**src/rtl/multicycle_control.sv**
```systemverilog
// Main control FSM of a multi-cycle RV32I core.
// Sequences each instruction through fetch/decode/execute/memory/writeback and
// drives datapath mux selects, write enables and the ALU-control request.
//
// state     | meaning
// ----------+--------------------------------------------------------------
// FETCH     | read instruction at PC, latch IR/old PC, PC <= PC+4 on ready
// DECODE    | read registers, compute branch/JAL target into ALUOut
// MEM_ADDR  | compute load/store address rs1+imm
// MEM_READ  | load data access, wait for memory ready
// MEM_WB    | write load data to register file
// MEM_WRITE | store access, strobe held until memory ready
// EXEC_R    | register-register ALU op
// EXEC_I    | register-immediate ALU op
// ALU_WB    | write ALUOut to register file
// BRANCH    | compare rs1/rs2, load PC with target when taken
// JAL       | PC <= target already in ALUOut
// JALR      | PC <= rs1+imm
// LINK      | rd <= old PC + 4
// LUI       | ALU computes 0 + imm
// AUIPC     | ALU computes old PC + imm
module multicycle_control #(
    parameter logic ALU_CTRL_ADD = 1'b0,
    parameter logic ALU_CTRL_OP  = 1'b1
) (
    input  logic       clk_i,
    input  logic       rst_i,
    input  logic [6:0] opcode_i,
    input  logic [2:0] funct3_i,
    input  logic       alu_zero_i,
    input  logic       alu_lsb_i,
    input  logic       mem_ready_i,
    output logic       pc_write_o,
    output logic       adr_src_o,
    output logic       mem_write_o,
    output logic       ir_write_o,
    output logic       reg_write_o,
    output logic [1:0] result_src_o,
    output logic [1:0] alu_src_a_o,
    output logic [1:0] alu_src_b_o,
    output logic       alu_ctrl_o,
    output logic       illegal_instr_o,
    output logic [3:0] state_dbg_o
);

    typedef enum logic [3:0] {
        S_FETCH     = 4'd0,
        S_DECODE    = 4'd1,
        S_MEM_ADDR  = 4'd2,
        S_MEM_READ  = 4'd3,
        S_MEM_WB    = 4'd4,
        S_MEM_WRITE = 4'd5,
        S_EXEC_R    = 4'd6,
        S_EXEC_I    = 4'd7,
        S_ALU_WB    = 4'd8,
        S_BRANCH    = 4'd9,
        S_JAL       = 4'd10,
        S_JALR      = 4'd11,
        S_LINK      = 4'd12,
        S_LUI       = 4'd13,
        S_AUIPC     = 4'd14
    } state_t;

    localparam logic [6:0] OP_LOAD   = 7'b0000011;
    localparam logic [6:0] OP_STORE  = 7'b0100011;
    localparam logic [6:0] OP_R      = 7'b0110011;
    localparam logic [6:0] OP_I      = 7'b0010011;
    localparam logic [6:0] OP_BRANCH = 7'b1100011;
    localparam logic [6:0] OP_JAL    = 7'b1101111;
    localparam logic [6:0] OP_JALR   = 7'b1100111;
    localparam logic [6:0] OP_LUI    = 7'b0110111;
    localparam logic [6:0] OP_AUIPC  = 7'b0010111;
    localparam logic [6:0] OP_FENCE  = 7'b0001111;

    state_t state_q, state_d;
    logic   take;

    // State register with synchronous reset back to FETCH.
    always_ff @(posedge clk_i) begin
        if (rst_i) state_q <= S_FETCH;
        else       state_q <= state_d;
    end

    // Branch outcome from funct3; SLT/SLTU result bit drives the ordered compares.
    always_comb begin
        take = 1'b0;
        case (funct3_i)
            3'b000:          take = alu_zero_i;
            3'b001:          take = ~alu_zero_i;
            3'b100, 3'b110:  take = alu_lsb_i;
            3'b101, 3'b111:  take = ~alu_lsb_i;
            default:         take = 1'b0;
        endcase
    end

    // Next state and datapath controls; reset overrides every write enable.
    always_comb begin
        state_d         = state_q;
        pc_write_o      = 1'b0;
        adr_src_o       = 1'b0;
        mem_write_o     = 1'b0;
        ir_write_o      = 1'b0;
        reg_write_o     = 1'b0;
        result_src_o    = 2'b00;
        alu_src_a_o     = 2'b00;
        alu_src_b_o     = 2'b00;
        alu_ctrl_o      = ALU_CTRL_ADD;
        illegal_instr_o = 1'b0;

        case (state_q)
            S_FETCH: begin
                alu_src_b_o  = 2'b10;
                result_src_o = 2'b10;
                if (mem_ready_i) begin
                    ir_write_o = 1'b1;
                    pc_write_o = 1'b1;
                    state_d    = S_DECODE;
                end
            end
            S_DECODE: begin
                alu_src_a_o = 2'b01;
                alu_src_b_o = 2'b01;
                case (opcode_i)
                    OP_LOAD, OP_STORE: state_d = S_MEM_ADDR;
                    OP_R:              state_d = S_EXEC_R;
                    OP_I:              state_d = S_EXEC_I;
                    OP_BRANCH:         state_d = S_BRANCH;
                    OP_JAL:            state_d = S_JAL;
                    OP_JALR:           state_d = S_JALR;
                    OP_LUI:            state_d = S_LUI;
                    OP_AUIPC:          state_d = S_AUIPC;
                    OP_FENCE:          state_d = S_FETCH;
                    default: begin
                        state_d         = S_FETCH;
                        illegal_instr_o = 1'b1;
                    end
                endcase
            end
            S_MEM_ADDR: begin
                alu_src_a_o = 2'b10;
                alu_src_b_o = 2'b01;
                state_d     = (opcode_i == OP_LOAD) ? S_MEM_READ : S_MEM_WRITE;
            end
            S_MEM_READ: begin
                adr_src_o = 1'b1;
                if (mem_ready_i) state_d = S_MEM_WB;
            end
            S_MEM_WB: begin
                result_src_o = 2'b01;
                reg_write_o  = 1'b1;
                state_d      = S_FETCH;
            end
            S_MEM_WRITE: begin
                adr_src_o   = 1'b1;
                mem_write_o = 1'b1;
                if (mem_ready_i) state_d = S_FETCH;
            end
            S_EXEC_R: begin
                alu_src_a_o = 2'b10;
                alu_ctrl_o  = ALU_CTRL_OP;
                state_d     = S_ALU_WB;
            end
            S_EXEC_I: begin
                alu_src_a_o = 2'b10;
                alu_src_b_o = 2'b01;
                alu_ctrl_o  = ALU_CTRL_OP;
                state_d     = S_ALU_WB;
            end
            S_ALU_WB: begin
                reg_write_o = 1'b1;
                state_d     = S_FETCH;
            end
            S_BRANCH: begin
                alu_src_a_o = 2'b10;
                alu_ctrl_o  = ALU_CTRL_OP;
                pc_write_o  = take;
                state_d     = S_FETCH;
            end
            S_JAL: begin
                pc_write_o = 1'b1;
                state_d    = S_LINK;
            end
            S_JALR: begin
                alu_src_a_o  = 2'b10;
                alu_src_b_o  = 2'b01;
                result_src_o = 2'b10;
                pc_write_o   = 1'b1;
                state_d      = S_LINK;
            end
            S_LINK: begin
                alu_src_a_o  = 2'b01;
                alu_src_b_o  = 2'b10;
                result_src_o = 2'b10;
                reg_write_o  = 1'b1;
                state_d      = S_FETCH;
            end
            S_LUI: begin
                alu_src_a_o = 2'b11;
                alu_src_b_o = 2'b01;
                state_d     = S_ALU_WB;
            end
            S_AUIPC: begin
                alu_src_a_o = 2'b01;
                alu_src_b_o = 2'b01;
                state_d     = S_ALU_WB;
            end
            default: state_d = S_FETCH;
        endcase

        if (rst_i) begin
            pc_write_o      = 1'b0;
            ir_write_o      = 1'b0;
            mem_write_o     = 1'b0;
            reg_write_o     = 1'b0;
            illegal_instr_o = 1'b0;
            state_d         = S_FETCH;
        end
    end

    assign state_dbg_o = state_q;

endmodule

```
**config.mk**
```make
export PLATFORM = sky130hd
export DESIGN_NAME = multicycle_control
export DESIGN_NICKNAME = d
export VERILOG_FILES = /design/src/rtl/multicycle_control.sv
export SDC_FILE = /design/constraint.sdc
export NUM_CORES = 1
export LEC_CHECK = 0
export CORE_MARGIN = 2
export CORE_UTILIZATION = 36
export CTS_CLUSTER_DIAMETER = 60
export CTS_CLUSTER_SIZE = 12
export DETAILED_ROUTE_END_ITERATION = 12
export HOLD_SLACK_MARGIN = 0.02
export PLACE_DENSITY = 0.75
export SYNTH_ARGS = -nofsm -noshare
export SYNTH_HDL_FRONTEND = slang
export SYNTH_SLANG_ARGS = --single-unit
```
**constraint.sdc**
```tcl
create_clock -name clk_i -period 1.1 [get_ports clk_i]
set_clock_uncertainty 0.1 [all_clocks]
set_input_delay 0.11 -clock clk_i [delete_from_list [all_inputs] [get_ports clk_i]]
set_output_delay 0.11 -clock clk_i [all_outputs]
set_load 0.02 [all_outputs]
```
==> flow_metrics.env, run 1 <==
export IMPL_stop_error="[ERROR DPL-0038] Utilization greater than 100%, impossible to legalize"
export IMPL_syn_area_per_cell_um2=6.68
export IMPL_crit_endpoint="alu_src_b_o[0]"
export IMPL_synth_top_area_share=0.120
export IMPL_ys_ff_latch=4
export IMPL_syn_inst=100
export IMPL_dp_hpwl_mm=2.11
export IMPL_synth_area_leaders="dfxtp_1 (12%), a21oi_1 (6.0%), nand2b_1 (5.6%)"
export IMPL_ys_flop_type="dfxtp_1"
export IMPL_status="stopped before the end"
export IMPL_io_pins=32
export IMPL_initial_core_util=0.383
export IMPL_synth_fp_nets=115
export IMPL_ys_warn_count=0
export IMPL_die_h_um=47.1
export IMPL_root_buffer="clkbuf_4"
export IMPL_ys_types=40
export IMPL_gp_congestion=0.792
export IMPL_die_w_um=47.1
export IMPL_yosysSeqAreaShare=0.120
export IMPL_rows=15
export IMPL_htree_num_levels=1
export IMPL_grt_max_degree=9
export IMPL_synth_edf_count=0
export IMPL_dp_cells=187
export IMPL_synth_commonest_cells="a21oi_1 (8), nand2_1 (8), nor2_1 (8)"
export IMPL_synthArstFlopShare=0
export IMPL_cts_buffers=3
export IMPL_cts_sinks=4
export IMPL_worst_ep_kind="output port"
export IMPL_netlist_area_um2=668
export IMPL_place_area_um2=1410
export IMPL_pre_cts_slack_ns=-0.987
export IMPL_synth_area_leader_cell="dfxtp_1"
export IMPL_stop_stage="5_1_grt"
export IMPL_port_buffers=31
export IMPL_cts_buffer_depth=2
-- logic make-up after synthesis --
logic type	count (synthesis)	synth area share
buffers and inverters	13	0.0899
flip-flops	4	0.120
XOR/XNOR	5	0.0768
multiplexers	1	0.0150
AND/OR/NAND/NOR	41	0.326
AO/OA/AOI/OAI	36	0.373
-- stage by stage --
| stage | util | TNS, ns |
|---|---|---|
| after floorplan | - | -3.07 |
| after global placement | 0.810 | -11.38 |
| after detailed placement | 0.810 | -11.75 |
| after CTS | 0.941 | -7.04 |
-- what timing repair did --
item / in CTS
hold buffers: 0
pin swaps: 19
gates resized for setup: 137
buffers inserted: 11
setup endpoints to repair: 21
==> inputs of run 2 (changes only) <==
==> config.mk (replaced) <==
export PLATFORM = sky130hd
export DESIGN_NAME = multicycle_control
export DESIGN_NICKNAME = d
export VERILOG_FILES = /design/src/rtl/multicycle_control.sv
export SDC_FILE = /design/constraint.sdc
export NUM_CORES = 1
export LEC_CHECK = 0
export CORE_AREA = 2 2 63 65
export DETAILED_ROUTE_END_ITERATION = 12
export DIE_AREA = 0 0 65 67
export PLACE_DENSITY_LB_ADDON = 0.15
export SYNTH_ARGS = -nofsm -noshare
export SYNTH_HDL_FRONTEND = slang
export SYNTH_SLANG_ARGS = --single-unit
==> constraint.sdc (replaced) <==
create_clock -name clk_i -period 1.4 [get_ports clk_i]
set_clock_uncertainty 0.1 [all_clocks]
set_input_delay 0.14 -clock clk_i [delete_from_list [all_inputs] [get_ports clk_i]]
set_output_delay 0.14 -clock clk_i [all_outputs]
set_load 0.02 [all_outputs]
==> run 2 against run 1 <==
The flow now finishes, with violations (setup timing). Area after synthesis unchanged. Synthesized cell count unchanged.
==> flow_metrics.env, run 2 <==
export IMPL_nets=185
export IMPL_initial_core_util=0.185
export IMPL_synthArstFlopShare=0
export IMPL_die_h_um=67
export IMPL_status="finished, violations left"
export IMPL_syn_inst=100
export IMPL_p_leak_nw=0.690
export IMPL_max_freq_mhz=635
export IMPL_layout_drive_gt1_share=0.574
export IMPL_ys_types=40
export IMPL_cellPowerDensity_nw_per_um2=439
export IMPL_synth_area_leaders="dfxtp_1 (12%), a21oi_1 (6.0%), nand2b_1 (5.6%)"
export IMPL_tightest_slew_ns=0.264
export IMPL_ys_ff_latch=4
export IMPL_grt_max_degree=11
export IMPL_arrival_ns=1.33
export IMPL_period_needed_ns=1.57
export IMPL_drcViolationCount=0
export IMPL_setup_viol=15
export IMPL_drtIter0Drc=39
export IMPL_core_area_um2=3610
export IMPL_dp_hpwl_mm=2.06
export IMPL_synth_area_leader_cell="dfxtp_1"
export IMPL_drtAntennaViolNets=0
export IMPL_dp_cells=204
export IMPL_hold_ws_ns=0.376
export IMPL_port_buffers=31
export IMPL_synth_edf_count=0
export IMPL_netlist_area_um2=668
export IMPL_hp_class="input pin to flip-flop"
export IMPL_gp_congestion=0.790
export IMPL_slew_headroom=0.822
export IMPL_first_global_vias=949
export IMPL_cp_required_ns=1.16
export IMPL_cts_tree="done"
export IMPL_rows=22
export IMPL_synth_commonest_cells="a21oi_1 (8), nand2_1 (8), nor2_1 (8)"
export IMPL_clkLatencyLatePin_ns=0.22
export IMPL_clkSlewWorstSetupHoldPaths_ns=0.04
export IMPL_postCtsHoldBufs=0
export IMPL_ys_warn_count=0
export IMPL_hold_violations=0
export IMPL_final_common_cell="buf_4"
export IMPL_synth_simple_area_share=0.326
export IMPL_stdcell_area_um2=1670
export IMPL_place_area_um2=1340
export IMPL_finalSetupTns_ns=-1.35
export IMPL_synth_compound_area_frac=0.373
export IMPL_synth_top_area_share=0.120
export IMPL_final_cell_mix="buf_4 (32), buf_6 (20), dlygate4sd2_1 (8), a21oi_1 (7)"
export IMPL_irDropWorstVdd_v=0.000287
export IMPL_synth_top_family_by_area="compound AO/OA/AOI/OAI gates"
export IMPL_grt_usage=0.125
export IMPL_antenna_found_initial=0
export IMPL_yosysSeqAreaShare=0.120
export IMPL_io_pins=32
export IMPL_cts_buffers=3
export IMPL_largest_reg_flops=4
export IMPL_crit_type="flip-flop to primary output"
export IMPL_cp_end_kind="primary output"
export IMPL_syn_area_per_cell_um2=6.68
export IMPL_vias=1007
export IMPL_root_buffer="clkbuf_8"
export IMPL_diodes=0
export IMPL_rsz0062_at_grt="yes"
export IMPL_routed_wire_length_per_instance_um=12.3
export IMPL_synth_adder_area_share=0
export IMPL_ys_flop_type="dfxtp_1"
export IMPL_dieArea_um2=4360
export IMPL_viasPerCell=4.64
export IMPL_grt_pass1_wl_mm=4.28
export IMPL_synth_mux_area_frac=0.0150
export IMPL_htree_num_levels=1
export IMPL_path_max_fanout=7
export IMPL_start_kind="flip-flop"
export IMPL_cts_buffer_depth=2
export IMPL_area_growth_pct=150
export IMPL_final_cells=217
export IMPL_cap_violations=0
export IMPL_die_w_um=65
export IMPL_grt_overflow=0
export IMPL_dr_pass1_iters=4
export IMPL_synth_fp_nets=115
export IMPL_setup_ws_ns=-0.174
export IMPL_maxSlewViolCount=0
export IMPL_wl_mm=2.67
export IMPL_finalCritPeriodShare=1.12
export IMPL_synth_xor_area_share=0.0768
export IMPL_cts_sinks=4
export IMPL_violations="setup timing"
==> run 2: cell counts after synthesis <==
Identical to the previous run, type by type.
==> run 2: critical path, stage by stage, from the launching register on <==
cell and delay, ns:
dfxtp_4 0.44, buf_12 0.13, nand2_2 0.05, o21a_1 0.21, nor3_4 0.13, buf_6 0.14
==> run 2: area by class of cell <==
class                           count  area, um2
Fill cell                         353       1940
Clock buffer                        4       45.0
Inverter                            5       18.8
Tap cell                           48       60.1
Timing Repair Buffer               73        681
Multi-Input combinational cell     83        769
Sequential cell                     4       95.1
==> run 2: per-layer routing <==
layer	up-vias	wire length, um	global-route usage	part of all wire
met4	0	11	0.0160	0.0041
met5	-	0	0	0
met3	2	88	0.0253	0.033
met2	15	1310	0.223	0.49
li1	509	-	-	-
met1	481	1260	0.158	0.47
==> run 2: through the flow <==
stage,util,worst slack (ns),total power [W]
after global routing,0.463,-0.230,0.000779
final,0.463,-0.174,0.000733
after floorplan,-,-0.0340,0.000269
after detailed placement,0.372,-0.776,0.000432
after global placement,0.372,-0.719,0.000430
after CTS,0.423,-0.181,0.000712
==> run 2: final timing paths <==
check            startpoint  cells past startpoint  slack, ns              to
max          state_dbg_o[3]                      5      -0.17      pc_write_o
max reg2reg  state_dbg_o[3]                      5      -0.01  state_dbg_o[0]
min             mem_ready_i                      5       0.38  state_dbg_o[0]
min reg2reg  state_dbg_o[2]                      4       0.71  state_dbg_o[1]
==> run 2: cells by family after synthesis <==
| family | count (synthesis) |
|---|---|
| simple gates | 41 |
| compound gates | 36 |
| buf+inv | 13 |
| xor+xnor | 5 |
| flops | 4 |
| mux | 1 |
==> run 2: where the power goes <==
group	total, W	switching (W)	internal [W]
registers	0.000121	0.00000856	0.000112
clock network	0.000263	0.0000682	0.000195
logic	0.000349	0.000165	0.000183
==> run 2: what timing repair did <==
item                       in CTS  in global routing
resized for setup             118                 28
setup endpoints to repair      20                 19
pin swaps                       9                 16
hold endpoints to repair        0                  0
buffers inserted                4                  6
No activity file was read; power rests on OpenSTA's default activity.
